**src/rtl/modn_counter_ctrl.sv**
```systemverilog
// Run controller for a programmable mod-N counter: accepts {modulus, periods}
// over valid/ready, counts the requested full periods, supports abort.
module modn_counter_ctrl #(
    parameter int MSB   = 4,
    parameter int WRAPW = 8
) (
    input  logic             clk,
    input  logic             rst,
    input  logic             cfg_valid,
    output logic             cfg_ready,
    input  logic [MSB-1:0]   cfg_mod,
    input  logic [WRAPW-1:0] cfg_wraps,
    input  logic             stop,
    output logic [MSB-1:0]   count,
    output logic             tc,
    output logic [WRAPW-1:0] wrap_cnt,
    output logic             busy,
    output logic             done,
    output logic             err,
    output logic [1:0]       dbg_state
);

    // Handshake: a command transfers on a rising edge where cfg_valid and
    // cfg_ready are both high; cfg_ready is high only in IDLE, so the master
    // may hold cfg_valid and the command is taken at the first IDLE edge.
    typedef enum logic [1:0] {
        IDLE = 2'd0,
        RUN  = 2'd1,
        DONE = 2'd2
    } state_t;

    state_t           r_state;
    state_t           w_state_nxt;
    logic [MSB-1:0]   r_count;
    logic [MSB-1:0]   w_count_nxt;
    logic [WRAPW-1:0] r_wrap_cnt;
    logic [WRAPW-1:0] w_wrap_cnt_nxt;
    logic [MSB-1:0]   r_mod_q;
    logic [MSB-1:0]   w_mod_nxt;
    logic [WRAPW-1:0] r_wraps_q;
    logic [WRAPW-1:0] w_wraps_nxt;
    logic             r_err;
    logic             w_err_nxt;

    logic             w_last;
    logic [WRAPW-1:0] w_wrap_inc;

    assign w_last     = (r_count == (r_mod_q - MSB'(1)));
    assign w_wrap_inc = r_wrap_cnt + WRAPW'(1);

    always_ff @(posedge clk or posedge rst) begin
        if (rst) begin
            r_state    <= IDLE;
            r_count    <= '0;
            r_wrap_cnt <= '0;
            r_mod_q    <= '0;
            r_wraps_q  <= '0;
            r_err      <= 1'b0;
        end else begin
            r_state    <= w_state_nxt;
            r_count    <= w_count_nxt;
            r_wrap_cnt <= w_wrap_cnt_nxt;
            r_mod_q    <= w_mod_nxt;
            r_wraps_q  <= w_wraps_nxt;
            r_err      <= w_err_nxt;
        end
    end

    always_comb begin
        w_state_nxt    = r_state;
        w_count_nxt    = r_count;
        w_wrap_cnt_nxt = r_wrap_cnt;
        w_mod_nxt      = r_mod_q;
        w_wraps_nxt    = r_wraps_q;
        w_err_nxt      = 1'b0;

        case (r_state)
            IDLE: begin
                if (cfg_valid) begin
                    if (cfg_mod >= MSB'(2)) begin
                        w_mod_nxt      = cfg_mod;
                        w_wraps_nxt    = cfg_wraps;
                        w_count_nxt    = '0;
                        w_wrap_cnt_nxt = '0;
                        w_state_nxt    = RUN;
                    end else begin
                        w_err_nxt = 1'b1;
                    end
                end
            end
            RUN: begin
                // Abort wins over a coincident final wrap and drops that wrap.
                if (stop) begin
                    w_count_nxt = '0;
                    w_state_nxt = IDLE;
                end else if (w_last) begin
                    w_count_nxt    = '0;
                    w_wrap_cnt_nxt = w_wrap_inc;
                    if ((r_wraps_q != '0) && (w_wrap_inc == r_wraps_q)) begin
                        w_state_nxt = DONE;
                    end
                end else begin
                    w_count_nxt = r_count + MSB'(1);
                end
            end
            DONE: begin
                w_state_nxt = IDLE;
            end
            default: begin
                w_state_nxt = IDLE;
            end
        endcase
    end

    assign cfg_ready = (r_state == IDLE);
    assign busy      = (r_state == RUN);
    assign done      = (r_state == DONE);
    assign tc        = (r_state == RUN) && w_last;
    assign count     = r_count;
    assign wrap_cnt  = r_wrap_cnt;
    assign err       = r_err;
    assign dbg_state = r_state;

endmodule

```
**config.mk**
```make
export PLATFORM = sky130hd
export DESIGN_NAME = modn_counter_ctrl
export DESIGN_NICKNAME = d
export VERILOG_FILES = /design/src/rtl/modn_counter_ctrl.sv
export SDC_FILE = /design/constraint.sdc
export NUM_CORES = 1
export LEC_CHECK = 0
export CAP_MARGIN = 0
export CORE_MARGIN = 2
export CORE_UTILIZATION = 35
export CTS_CLUSTER_DIAMETER = 40
export DETAILED_ROUTE_END_ITERATION = 10
export PLACE_DENSITY = 0.57
export SYNTH_ARGS = -nofsm -noshare
export SYNTH_HDL_FRONTEND = slang
export SYNTH_SLANG_ARGS = --single-unit
```
**constraint.sdc**
```tcl
create_clock -name clk -period 5.2 [get_ports clk]
set_input_delay 0.78 -clock clk [delete_from_list [all_inputs] [get_ports clk]]
set_output_delay 0.78 -clock clk [all_outputs]
set_load 0.005 [all_outputs]
```
======== Yosys cells after proc, flatten, opt, wreduce, memory -nomap -nowiden ========
Index checks and enable logic that the tools add are counted.
word-level totals
  memory bits (writable) .................. 0
  bits of input ports ..................... 16
  ROM bits ................................ 0
  latch bits .............................. 0
  logic and storage cells ................. 48
  bits in registers ....................... 27
  output and inout bits ................... 19
  memories ................................ 0
cells by class
  equality and inequality tests ........... 10
  multipliers ............................. 0
  shift operators ......................... 0
  magnitude comparators ................... 1
  add/sub/neg operators ................... 3
  mux-type cells .......................... 19
  div/mod/pow operators ................... 0
  bitwise operators ....................... 0
  reductions and logical operators ........ 9
operators with widths
  cell                   count
  $mux W8                4
  $mux W4                4
  $pmux W8 S2            1
  $mux W2                5
  $add A8 B1 Y8 const B  1
  $eq A8 B8 Y1           1
  $pmux W4 S2            1
  $reduce_bool A8 Y1     1
  $ne A3 B2 Y1 const B   2
  $reduce_and A3 Y1      2
  $reduce_and A5 Y1      1
  $add A4 B1 Y4 const B  1
  $eq A4 B4 Y1           1
  $ge A4 B2 Y1 const B   1
  $ne A2 B1 Y1 const B   2
  $ne A2 B2 Y1 const B   2
  $pmux W2 S2            1
  $reduce_and A4 Y1      1
  $sub A4 B1 Y4 const B  1
  $mux W1                3
  $eq A2 B1 Y1 const B   1
  $eq A2 B2 Y1 const B   1
  $logic_and A1 B1 Y1    2
  $logic_not A2 Y1       1
  $reduce_bool A2 Y1     1

======== Longest topological paths before layout ========
  word-level depth ........................ 7
  mapped depth ............................ 8

======== Worst setup path before layout ========
No wires, ideal clock.
  kind .................................... reg2out
  start ................................... register r_mod_q[0]
  end ..................................... output tc
  setup slack ............................. 3.023 ns
  data required time ...................... 4.420 ns
  data arrival time ....................... 1.397 ns
  stages on the path, launching flop included .. 7
  buffers on the path ..................... 0
  cells stage by stage .................... dfrtp_1 > inv_1 > ha_1 > xnor2_1 > nor3_4 > nand2_1 > nor2_1
between the ends
  cells in the longest elaborated chain, start to end .. 3
RTL lines
  element                 RTL line  text
  start, declared         38        logic [MSB-1:0] r_mod_q;
  start signal, assigned  63        r_mod_q <= w_mod_nxt;
  $sub A4 B1 Y4           48        assign w_last = (r_count == (r_mod_q - MSB'(1)));
  $eq A4 B4 Y1            48
  $logic_and A1 B1 Y1     118       assign tc = (r_state == RUN) && w_last;
  end, declared           15        output logic tc,
No other way between the ends.

======== Worst setup path after layout ========
Same ends and word-level chain as after synthesis.

==> flow_summary.yaml <==
routing:
  first_iter_violations: 76
  drc: 0
  drt-vias-per-instance: 5.254
  ant_nets: 0
  drt-pass1-iter-count: 4
  totalWireLength_um: 3975
  post_drt_wl_per_cell_um: 15.29
  via_count: 1366
clock_tree:
  cts.hold.buffers_added: 0
  cts_tree: "done"
  htree_levels: 1
  path_clk_slew_ns: 0.10
  clkLatencyLatePin_ns: 0.28
  cts_resized: 0
  root_buffer: "clkbuf_8"
  post-cts-setup-buffers: 0
  cts-buffers-inserted: 3
  cts.sinks: 27
  clockBufferDepth: 2
timing:
  worst_pin_slew_ns: 1.058
  setup_tns_ns: 0
  max_slew_margin_pct: 29.36
  final.period_utilization_pct: 59.84
  final_hold_viol_count: 0
  finalMaxSlewViolations: 0
  max_freq_mhz: 321.4
  rsz0062_at_grt: "false"
  finalSetupViolCount: 0
  clock-skew-final_ns: 0.006743
  period_minus_slack_ns: 3.112
pwr:
  finalPower_uw: 595.7
  peakVddDrop_mv: 0.1283
  power_density_mw_per_mm2: 298.3
  leakage_uw: 0.0008868
worst_setup_path:
  crit_arrival_ns: 2.33
  cp_cell_sequence: "inv_1 -> ha_1 -> xnor2_1 -> nor3_4 -> nand2_1 -> nor2_1 -> clkdlybuf4s50_1"
  start_kind: "flop"
  cp.required_ns: 4.42
  path_max_fanout: 7
  critical-path-max-stage-delay_ns: 0.51
  cp-end-kind: "output pin"
  worst_path_max_delay_cell: "clkdlybuf4s50_1"
  critical_path_buf_inv_count: 2
  path_class: "flop to output pin"
  cp_top_family: "simple AND/OR/NAND/NOR gates"
logic_synthesis:
  yosysWarnings: 0
  synth-seq-cells: 27
  syn_inst: 176
  synth_edf_count: 0
  yosysTopAreaCellShare_pct: 42.93
  synth_top_cell_by_area: "dfrtp_1"
  synth_common_cells: "38 x nand2_1, 27 x dfrtp_1, 10 x nor2_1, 9 x o21ai_1, 8 x xnor2_1"
  async_flop_share_pct: 100.0
  synthTopCellsByArea: "dfrtp_1 43%, nand2_1 9.1%, xnor2_1 4.5%, o21ai_1 2.9%, xor2_1 2.8%"
  netlist_area_mm2: 0.001574
  synth.most_common_cell: "nand2_1"
  syn_nets: 195
  ys.flop_type: "dfrtp_1"
  ys_seq_area_share_pct: 42.93
  synth.avg_cell_area_um2: 8.943
  ys_types: 42
placement:
  dpl.hpwl_um: 3000
  gp_congestion: 0.8202
  placed_area_mm2: 0.001952
  port-buffer-count: 34
outcome:
  status: "completed"
layout:
  stdcell_area_mm2: 0.001997
  multi_input_area_um2: 844.6
  nets: 228
  area_growth_pct: 26.87
  utilization_pct: 45.86
  fillers: 402
  drive_above_1_share_pct: 4.327
  diodes: 0
  regArea_um2: 675.6
global_routing:
  gr-total-overflow: 0
  grt_max_degree: 28
  grt_pass1_vias: 1413
  track_usage_pct: 16.80
  antenna_found_initial: 0
  grt_pass1_wl_um: 6658
floorplan:
  die_area_mm2: 0.005050
  io_pins: 35
  die_h_um: 71.06
  initial_core_util_pct: 36.15
  core_area_mm2: 0.004354
  rows: 24
  chipWidth_um: 71.06
worst_hold_path:
  hold_path_class: "flop to flop"
run:
  drv_cap: 0
## worst register-to-register path, cell delays in order (launching register included)
cell and delay (ns):
dfrtp_1 0.49, ha_1 0.40, a21o_1 0.22, a211oi_1 0.25, o31ai_1 0.15, a2111oi_0 0.42
a21oi_1 0.10
## flip-flops by register name, summed over array words and instances, names as in the netlist
register / cells
dbg_state: 2
err: 1
wrap_cnt: 8
count: 4
r_wraps_q: 8
r_mod_q: 4
## final timing paths
check	startpoint	to	slack, ns	cells past startpoint
max reg2reg	wrap_cnt[0]$_DFFE_PP0P_	dbg_state[0]$_DFFE_PP0P_	3.04	6
max in group asynchronous	rst	wrap_cnt[7]$_DFFE_PP0P_	3.50	2
min reg2reg	r_wraps_q[1]$_DFFE_PP0P_	r_wraps_q[1]$_DFFE_PP0P_	0.54	2
max	r_mod_q[0]$_DFFE_PP0P_	tc	2.09	7
min	r_wraps_q[1]$_DFFE_PP0P_	r_wraps_q[1]$_DFFE_PP0P_	0.54	2
min in group asynchronous	rst	count[1]$_DFFE_PP0P_	1.05	2
## routing by layer
layer	track usage (%)	vias to the layer above	routed length, µm
li1	-	678	-
met5	0	-	0
met1	22.07	660	1856
met2	28.35	23	1977
met4	6.289	0	52
met3	2.137	5	88
## cells in the final DEF (no fill, tap or decap), types with 3 or more instances in the layout
master           count
a211o_1              3
a21oi_1              6
a22o_1               3
clkbuf_8             3
clkdlybuf4s50_1     34
dfrtp_1             27
ha_1                 3
inv_1                7
nand2_1             38
nand3_1              6
nor2_1              10
nor3_1               6
o21ai_1              9
o31ai_1              3
or3_1                4
xnor2_1              8
xor2_1               5
## logic make-up (layout without fill, tap and decap cells)
kind of cell             after synthesis  after routing  synth area share [%]
adder cells (fa/ha/maj)                3              3                 2.385
XOR/XNOR                              14             14                 8.744
AND/OR/NAND/NOR                       80             80                 25.36
flip-flops                            27             27                 42.93
AO/OA/AOI/OAI                         39             39                 17.17
buffers and inverters                 13             45                 3.419
## where the power goes
| group | leakage, µW | internal, µW | switching, µW | total, µW |
|---|---|---|---|---|
| sequential | 0.000354 | 239 | 39.3 | 279 |
| clock | 0.0000228 | 55.1 | 69.1 | 124 |
| combinational | 0.000511 | 93.1 | 99.7 | 193 |
| total | 0.000887 | 388 | 208 | 596 |
## stage by stage
stage | worst slack (ns) | instances | hold slack, ns
global placement | 2.380 | 256 | 0.5104
finish | 2.088 | 260 | 0.5374
floorplan | 3.023 | 176 | 0.4686
CTS | 2.066 | 260 | 0.5448
detailed placement | 2.351 | 256 | 0.5207
global route | 1.944 | 260 | 0.5790
## cell type report
type / instances / share of cell area [%]
Multi-Input combinational cell: 136 / 42.29
Inverter: 7 / 1.316
Timing Repair Buffer: 34 / 17.04
Tap cell: 52 / 3.258
Sequential cell: 27 / 33.83
Clock buffer: 4 / 2.256
No activity file was read; power rests on OpenSTA's default activity.
